==> config.mk <==
export PLATFORM = sky130hd
export DESIGN_NAME = mem_arbiter
export DESIGN_NICKNAME = d
export VERILOG_FILES = /design/src/rtl/mem_arb_pkg.sv /design/src/rtl/arb_resp_pipe.sv /design/src/rtl/mem_arbiter.sv
export SDC_FILE = /design/constraint.sdc
export NUM_CORES = 1
export LEC_CHECK = 0
export CORE_AREA = 2 2 103 105
export DETAILED_ROUTE_END_ITERATION = 8
export DIE_AREA = 0 0 105 107
export GPL_ROUTABILITY_DRIVEN = 0
export HOLD_SLACK_MARGIN = 0.05
export PLACE_DENSITY = 0.67
export SLEW_MARGIN = 30
export SYNTH_ARGS = -nofsm -noshare
export SYNTH_HDL_FRONTEND = slang
export SYNTH_SLANG_ARGS = --single-unit
==> constraint.sdc <==
create_clock -name clk -period 2.1 [get_ports clk]
set_input_delay 0.42 -clock clk [delete_from_list [all_inputs] [get_ports clk]]
set_output_delay 0.42 -clock clk [all_outputs]
set_load 0.005 [all_outputs]
==> src/rtl/mem_arb_pkg.sv <==
// Shared types and defaults for the instruction/data memory arbiter.
// Tags identify which port a pending read response belongs to.
package mem_arb_pkg;

  typedef enum logic [1:0] {
    TAG_NONE = 2'd0,
    TAG_I    = 2'd1,
    TAG_D    = 2'd2
  } port_tag_e;

  localparam int MEM_LAT_DEF    = 1;
  localparam int STARVE_MAX_DEF = 2;

endpackage

==> src/rtl/arb_resp_pipe.sv <==
// MEM_LAT-deep tag shift register; the head tag tells which port owns the
// read data currently presented by the memory.
module arb_resp_pipe
  import mem_arb_pkg::*;
#(
  parameter int MEM_LAT = MEM_LAT_DEF
) (
  input  logic      clk,
  input  logic      rst_n,
  input  port_tag_e push_tag,
  output port_tag_e head_tag
);

  port_tag_e stage_q [MEM_LAT];

  always_ff @(posedge clk or negedge rst_n) begin
    if (!rst_n) begin
      for (int k = 0; k < MEM_LAT; k++) stage_q[k] <= TAG_NONE;
    end else begin
      stage_q[0] <= push_tag;
      for (int k = 1; k < MEM_LAT; k++) stage_q[k] <= stage_q[k-1];
    end
  end

  assign head_tag = stage_q[MEM_LAT-1];

endmodule

==> src/rtl/mem_arbiter.sv <==
// Arbitrates one single-port synchronous RAM between instruction fetch and
// data load/store, routing each read response back to its issuing port.
module mem_arbiter
  import mem_arb_pkg::*;
#(
  parameter int ADDR_W     = 32,
  parameter int DATA_W     = 32,
  parameter int MEM_LAT    = MEM_LAT_DEF,
  parameter int STARVE_MAX = STARVE_MAX_DEF
) (
  input  logic              clk,
  input  logic              rst_n,
  input  logic              i_req,
  input  logic [ADDR_W-1:0] i_addr,
  output logic              i_gnt,
  output logic              i_rvalid,
  output logic [DATA_W-1:0] i_rdata,
  input  logic              d_req,
  input  logic              d_wr,
  input  logic [ADDR_W-1:0] d_addr,
  input  logic [DATA_W-1:0] d_wdata,
  output logic              d_gnt,
  output logic              d_rvalid,
  output logic [DATA_W-1:0] d_rdata,
  output logic              mem_en,
  output logic              mem_wr,
  output logic [ADDR_W-1:0] mem_addr,
  output logic [DATA_W-1:0] mem_wdata,
  input  logic [DATA_W-1:0] mem_rdata
);

  localparam int CNT_W = (STARVE_MAX < 1) ? 1 : $clog2(STARVE_MAX + 1);
  localparam logic [CNT_W-1:0] STARVE_LIM = CNT_W'(STARVE_MAX);

  logic [CNT_W-1:0] starve_cnt;
  port_tag_e        push_tag;
  port_tag_e        head_tag;

  // Handshake: a requester holds req and payload stable until it sees gnt
  // high at a rising edge; req & gnt at that edge is the transfer. gnt is
  // combinational from req and starve_cnt only, and is forced low in reset.
  always_comb begin
    i_gnt = 1'b0;
    d_gnt = 1'b0;
    if (rst_n) begin
      if (d_req && !(i_req && starve_cnt == STARVE_LIM)) d_gnt = 1'b1;
      else if (i_req)                                    i_gnt = 1'b1;
    end
  end

  // Counts data grants that overtook a waiting fetch.
  always_ff @(posedge clk or negedge rst_n) begin
    if (!rst_n) begin
      starve_cnt <= '0;
    end else if (!i_req || i_gnt) begin
      starve_cnt <= '0;
    end else if (d_gnt && starve_cnt != STARVE_LIM) begin
      starve_cnt <= starve_cnt + 1'b1;
    end
  end

  always_comb begin
    mem_en    = i_gnt | d_gnt;
    mem_wr    = d_gnt & d_wr;
    mem_addr  = '0;
    mem_wdata = '0;
    if (d_gnt) begin
      mem_addr  = d_addr;
      mem_wdata = d_wdata;
    end else if (i_gnt) begin
      mem_addr  = i_addr;
    end
  end

  always_comb begin
    push_tag = TAG_NONE;
    if (i_gnt)               push_tag = TAG_I;
    else if (d_gnt && !d_wr) push_tag = TAG_D;
  end

  arb_resp_pipe #(
    .MEM_LAT (MEM_LAT)
  ) u_resp_pipe (
    .clk      (clk),
    .rst_n    (rst_n),
    .push_tag (push_tag),
    .head_tag (head_tag)
  );

  assign i_rvalid = (head_tag == TAG_I);
  assign d_rvalid = (head_tag == TAG_D);
  assign i_rdata  = mem_rdata;
  assign d_rdata  = mem_rdata;

endmodule
==> impl_metrics.csv, run 1 <==
group,metric,value,unit
run_status,outcome,"complete, no violations",
final_layout,area_growth,78.4,%
yosys,yosysSeqAreaShare,4.95,%
critical_path,slowest_delay,370,ps
grt,grtUsageTotal,13.0,%
final_layout,fillers,1082,
sta,fin_skew,0.0797,ps
power,intPower,0.000589,W
critical_path,cpMostUsedCell,"buf_6",
route,drcViolationCount,0,
route,dr_total_vias,2181,
place,port_buffers,170,
final_layout,final_nets,496,
clock_network,cts_tree,"yes",
clock_network,htree_levels,1,
sta,max_slew_margin,84.1,%
critical_path,critical_path.startpoint_type,"register",
sta,setup_ws,8.10,ps
power,p_sw,0.000272,W
yosys,syn-num-nets,376,
final_layout,final_cells,496,
power,cellPowerDensity,239,mW/mm^2
power,switching_share,31.6,%
critical_path,slowest_stage,"dfrtp_1",
place,dp_cells,474,
route,topRoutingLayerUsed,"met4",
sta,fmax,478,MHz
sta,fin_hold_ws,214,ps
yosys,synth_seq_cells,4,
yosys,synth.avg_cell_area,8.36,um^2
clock_network,holdBufCountCts,0,
place,pre_cts_ws,-490,ps
critical_path,worstPathRequired,1680,ps
route,wl_met3,671,um
yosys,synth.distinct_cells,22,
grt,grt_max_degree,55,
die,fp.dieH,107,um
hold_path,hp-class,"in2async",
critical_path,crit_family,"buffers and inverters",
route,viasPerCell,4.40,
die,die_area,0.0112,mm^2
sta,min_period,2090,ps
final_layout,drive_gt1_share,43.6,%
critical_path,crit_type,"reg2out",
power,total_leakage_power,1.51,nW
sta,slew_violations,0,
yosys,yosysWarnings,0,
power,irDropWorstVdd,0.130,mV
clock_network,clock_path_buffers,2,
die,io_pins,267,
critical_path,cp-end-kind,"output port",
yosys,syn_inst,242,
sta,setup_viol,0,
die,dieWidth,105,um
critical_path,cp_max_fo,13,
grt,antenna_found_initial,0,
job,maxCapViolCount,0,
route,detail-route-antenna-nets,0,
sta,worst_slew_pin_slew,239,ps
power,p_clk_share,18.5,%
critical_path,critical_path.cell_chain,"inv_1 > ha_2 > buf_6 > nor2b_4 > buf_12 > buf_6 > o32ai_2 > buf_2",
clock_network,cts_root_buffer,"clkbuf_8",
route,drt-met1-wl,2760,um
route,wl_met2,4410,um
route,wl,7970,um
clock_network,numClockSinks,4,
critical_path,path_buf_inv,5,
clock_network,cts_buffers,3,
final_layout,diodes,0,
grt,grt_overflow_total,0,
die,start_util,20.0,%
power,pwr-share-comb,72.0,%
critical_path,crit_arrival,1670,ps
die,core-area,0.0101,mm^2
clock_network,path_clk_slew,30,ps
sta,grt_setup_unrepaired,"yes",
route,drt_iter0_markers,79,
grt,grt_pass1_vias,2254,
sta,hold_viol,0,
power,p_seq_share,9.5,%
place,hpwl,5610,um
route,drtPass1Iterations,4,
yosys,syn_area,0.00202,mm^2
route,wire_per_inst,16.1,um
sta,post-route-period-util,99.6,%
die,rows,37,
clock_network,clkLatencyLatePin,210,ps
grt,grt_pass1_wl,11700,um
final cells by class:
class | instances | area [um^2] | share of cell area (%)
Timing Repair Buffer | 204 | 1940 | 53.9
Multi-Input combinational cell | 147 | 1350 | 37.3
Tap cell | 136 | 170 | 4.71
Sequential cell | 4 | 100 | 2.77
Clock buffer | 3 | 41.3 | 1.14
Inverter | 2 | 7.51 | 0.208
placed cells by master (no fill, tap or decap), drive strengths merged, types with 2 or more instances in the layout:
master         netlist  layout
a21oi                2       2
buf                 88      71
clkbuf               1       9
clkdlybuf4s15        0       5
clkdlybuf4s50        0     100
dfrtp                4       4
dlygate4sd2          0      22
inv                  2       2
nand2               66      66
nand2b               2       2
nand4bb              2       2
nor2                 2       2
nor2b                3       3
nor3b               33      33
o32ai               32      32
synth_stat cells:
cell type  number  area share (%)
nor3b_2        28              17
o32ai_1         3             1.3
nor3b_1         5             1.9
buf_2          12             3.0
nand2b_1        2            0.62
nand4bb_1       2             1.1
o32ai_2        29              23
nor2b_1         3            0.93
and2_1          1            0.31
buf_4          68              25
nand2_1        66              12
a21bo_2         1            0.49
nor3_2          1            0.49
o21a_1          1            0.37
ha_1            1            0.62
inv_1           1            0.19
a21oi_1         2            0.49
nor2_1          2            0.37
dfrtp_1         4             4.9
clkbuf_1        1            0.19
buf_6           8             4.5
inv_2           1            0.19
cells by family (layout without fill, tap and decap cells):
family          after synthesis  after routing  share of synthesized area, %
simple gates                110            110                          35.3
fa+ha+maj                     1              1                         0.618
buf+inv                      91            209                          33.2
flops                         4              4                          4.95
compound gates               36             36                          26.0
sequential cells by signal, summed over array words and instances (netlist names):
| register | cells |
|---|---|
| u_resp_pipe.head_tag | 2 |
| starve_cnt | 2 |
metrics by stage:
step | setup TNS, ps | area, um^2 | total power (W) | util, %
2_1_floorplan | 0 | 2020 | 0.000411 | -
3_3_place_gp | -25220 | 3420 | 0.000675 | 33.9
3_5_place_dp | -26610 | 3420 | 0.000680 | 33.9
4_1_cts | -601 | 3600 | 0.000871 | 35.7
5_1_grt | -584 | 3610 | 0.000921 | 35.8
6_report | 0 | 3610 | 0.000862 | 35.8
final timing paths:
check	to	start	cells past startpoint	slack [ps]
min in group clk	starve_cnt[1]$_DFFE_PN0P_	starve_cnt[1]$_DFFE_PN0P_	2	550
worst max register to register	u_resp_pipe.head_tag[0]$_DFF_PN0_	starve_cnt[0]$_DFFE_PN0P_	8	690
worst max-delay path	mem_addr[4]	starve_cnt[0]$_DFFE_PN0P_	8	8
max in group asynchronous	starve_cnt[0]$_DFFE_PN0P_	rst_n	2	1710
worst min-delay path	u_resp_pipe.head_tag[1]$_DFF_PN0_	rst_n	2	210
worst min register to register	starve_cnt[1]$_DFFE_PN0P_	starve_cnt[1]$_DFFE_PN0P_	2	550
power groups by stage:
stage | clock network (W) | logic, W | registers (W)
CTS | 0.000163 | 0.000626 | 0.0000821
floorplan | 0 | 0.000328 | 0.0000828
finish | 0.000159 | 0.000621 | 0.0000821
global placement | 0 | 0.000592 | 0.0000828
detailed placement | 0 | 0.000597 | 0.0000829
global route | 0.000170 | 0.000668 | 0.0000826
worst reg2reg max path: cells and delay by family, from the launching register on:
kind / cells / cell delay, ps
fa+ha+maj: 1 / 180
simple gates: 2 / 250
flops: 1 / 330
buf+inv: 5 / 530
routing by layer:
metal | vias up | GRT usage (%)
li1 | 1017 | -
met1 | 995 | 13.0
met2 | 150 | 26.6
met3 | 19 | 3.04
met4 | 0 | 3.05
met5 | - | 0
repair_timing:
action / 4_1_cts / 5_1_grt
pin swaps: 15 / 2
buffers inserted: 12 / 2
cloned: 5 / 1
resized for setup: 218 / 14
setup endpoints to repair: 68 / 36
Power figures use the tool's default switching activity.
==> run 2, diff against run 1 <==
==> constraint.sdc (replaced) <==
create_clock -name clk -period 2.1 [get_ports clk]
set_input_delay 0.21 -clock clk [delete_from_list [all_inputs] [get_ports clk]]
set_output_delay 0.21 -clock clk [all_outputs]
set_load 0.005 [all_outputs]
==> impl_metrics.csv, run 2 (synthesized netlist as in run 1, its figures left out) <==
group,metric,value,unit
critical_path,crit_start,"starve_cnt[0]$_DFFE_PN0P_",
final_layout,final_cell_mix,"104 x clkdlybuf4s50_1, 65 x nand2_1, 51 x dlygate4sd2_1",
final_layout,final_nets,475,
job,maxCapViolCount,0,
route,viasPerCell,4.42,
route,drcViolationCount,0,
grt,grt_max_degree,56,
critical_path,worstSetupEndpoint,"mem_addr[2]",
clock_network,clock_path_buffers,2,
critical_path,cp_max_fo,32,
die,rows,37,
place,hpwl,5640,um
clock_network,path_clk_slew,30,ps
critical_path,cp.depth,7,
final_layout,drive_gt1_share,23.3,%
clock_network,numClockSinks,4,
die,die_area,0.0112,mm^2
sta,post-route-period-util,96.4,%
critical_path,r2r-end,"u_resp_pipe.head_tag[1]$_DFF_PN0_",
route,drt_iter0_markers,64,
place,port_buffers,170,
final_layout,final_cells,475,
route,wl,7120,um
power,cellPowerDensity,229,mW/mm^2
sta,fin_skew,3.05,ps
critical_path,crit_type,"reg2out",
critical_path,crit_arrival,1810,ps
final_layout,diodes,0,
die,io_pins,267,
route,wire_per_inst,15.0,um
die,start_util,20.0,%
critical_path,crit_family,"buffers and inverters",
route,dr_total_vias,2101,
final_layout,finish.utilization,34.2,%
sta,worst_slew_pin_slew,232,ps
final_layout,seqCellArea,100,um^2
grt,grt_pass1_wl,10700,um
final_layout,multi_input_area,0.00127,mm^2
sta,fin_hold_ws,420,ps
hold_path,hp-class,"in2out",
critical_path,worstPathRequired,1890,ps
grt,antenna_found_initial,0,
critical_path,slowest_stage,"dfrtp_1",
critical_path,ff2ff_path_depth,5,
grt,grtUsageTotal,11.7,%
critical_path,cp-end-kind,"output port",
place,dp_cells,469,
power,total_leakage_power,1.61,nW
sta,max_slew_margin,84.5,%
sta,fmax,494,MHz
final_layout,fillers,1077,
critical_path,slowest_delay,350,ps
critical_path,critical_path.cell_chain,"inv_1 > ha_1 > buf_4 > a21bo_2 > buf_12 > o32ai_2 > dlygate4sd2_1",
die,dieWidth,105,um
clock_network,cts_tree,"yes",
critical_path,critical_path.startpoint_type,"register",
run_status,outcome,"complete, no violations",
final_layout,final_common_cell,"clkdlybuf4s50_1",
clock_network,cts_root_buffer,"clkbuf_8",
sta,fin_setup_tns,0,ps
sta,setup_viol,0,
clock_network,htree_levels,1,
critical_path,path_buf_inv,4,
clock_network,clkLatencyLatePin,210,ps
power,irDropWorstVdd,0.154,mV
grt,grt_pass1_vias,2106,
sta,min_period,2020,ps
final_layout,area_growth,70.7,%
clock_network,cts_buffers,3,
sta,hold_viol,0,
sta,grt_setup_unrepaired,"no",
die,core-area,0.0101,mm^2
critical_path,rr_startpoint,"starve_cnt[0]$_DFFE_PN0P_",
die,fp.dieH,107,um
grt,grt_overflow_total,0,
route,detail-route-antenna-nets,0,
critical_path,reg2reg_slack,940,ps
route,drtPass1Iterations,4,
sta,slew_violations,0,
run 2: per-layer routing:
metal,GRT usage [%],share of wire (%),wire length [um],vias up
met5,0,0,0,-
met4,2.95,1.9,133,0
met3,4.19,11,752,19
met2,24.1,54,3840,150
met1,10.8,34,2390,962
li1,-,-,-,970
run 2: stage by stage:
stage	power, W	cell area, um^2	setup slack, ps
after floorplan	0.000411	2020	662
after global placement	0.000668	3390	-52.8
after global routing	0.000846	3450	3.27
after detailed placement	0.000675	3390	-87.5
final	0.000790	3450	76.5
after CTS	0.000812	3410	0.616
run 2: timing repair:
item / CTS / global route
gates cloned: 1 / 0
hold buffers: 1 / 0
hold endpoints to repair: 4 / 0
setup endpoints to repair: 65 / 15
setup buffers: 0 / 1
resized for setup: 54 / 14
pin swaps: 0 / 0
run 2: power by group:
group,switching [W],internal [W]
Clock,0.0000365,0.000122
Sequential,0.00000201,0.0000807
Combinational,0.000204,0.000344
run 2: cell type report:
class / instances / share of cell area [%]
well taps: 136 / 4.93
clock buffers: 3 / 1.20
inverters: 2 / 0.217
flip-flops and latches: 4 / 2.90
multi-input cells: 147 / 36.8
repair buffers: 183 / 54.0
run 2: how the worst min path moves through the flow:
stage                             start  cells past startpoint                                end  slack, ps
after CTS                 mem_rdata[13]                      0                        d_rdata[13]        420
after detailed placement          rst_n                      2  u_resp_pipe.head_tag[0]$_DFF_PN0_        240
after floorplan                   rst_n                      0          starve_cnt[0]$_DFFE_PN0P_        -90
after global placement            rst_n                      2  u_resp_pipe.head_tag[0]$_DFF_PN0_        230
after global routing      mem_rdata[11]                      0                        d_rdata[11]        420
final                     mem_rdata[11]                      0                        d_rdata[11]        420
==> run 3, diff against run 2 <==
Settings changed: GPL_ROUTABILITY_DRIVEN 0 to default, SLEW_MARGIN 30 to 20.
==> results of run 3 <==
No change in the layout: final DEF, timing and power equal those of run 2.
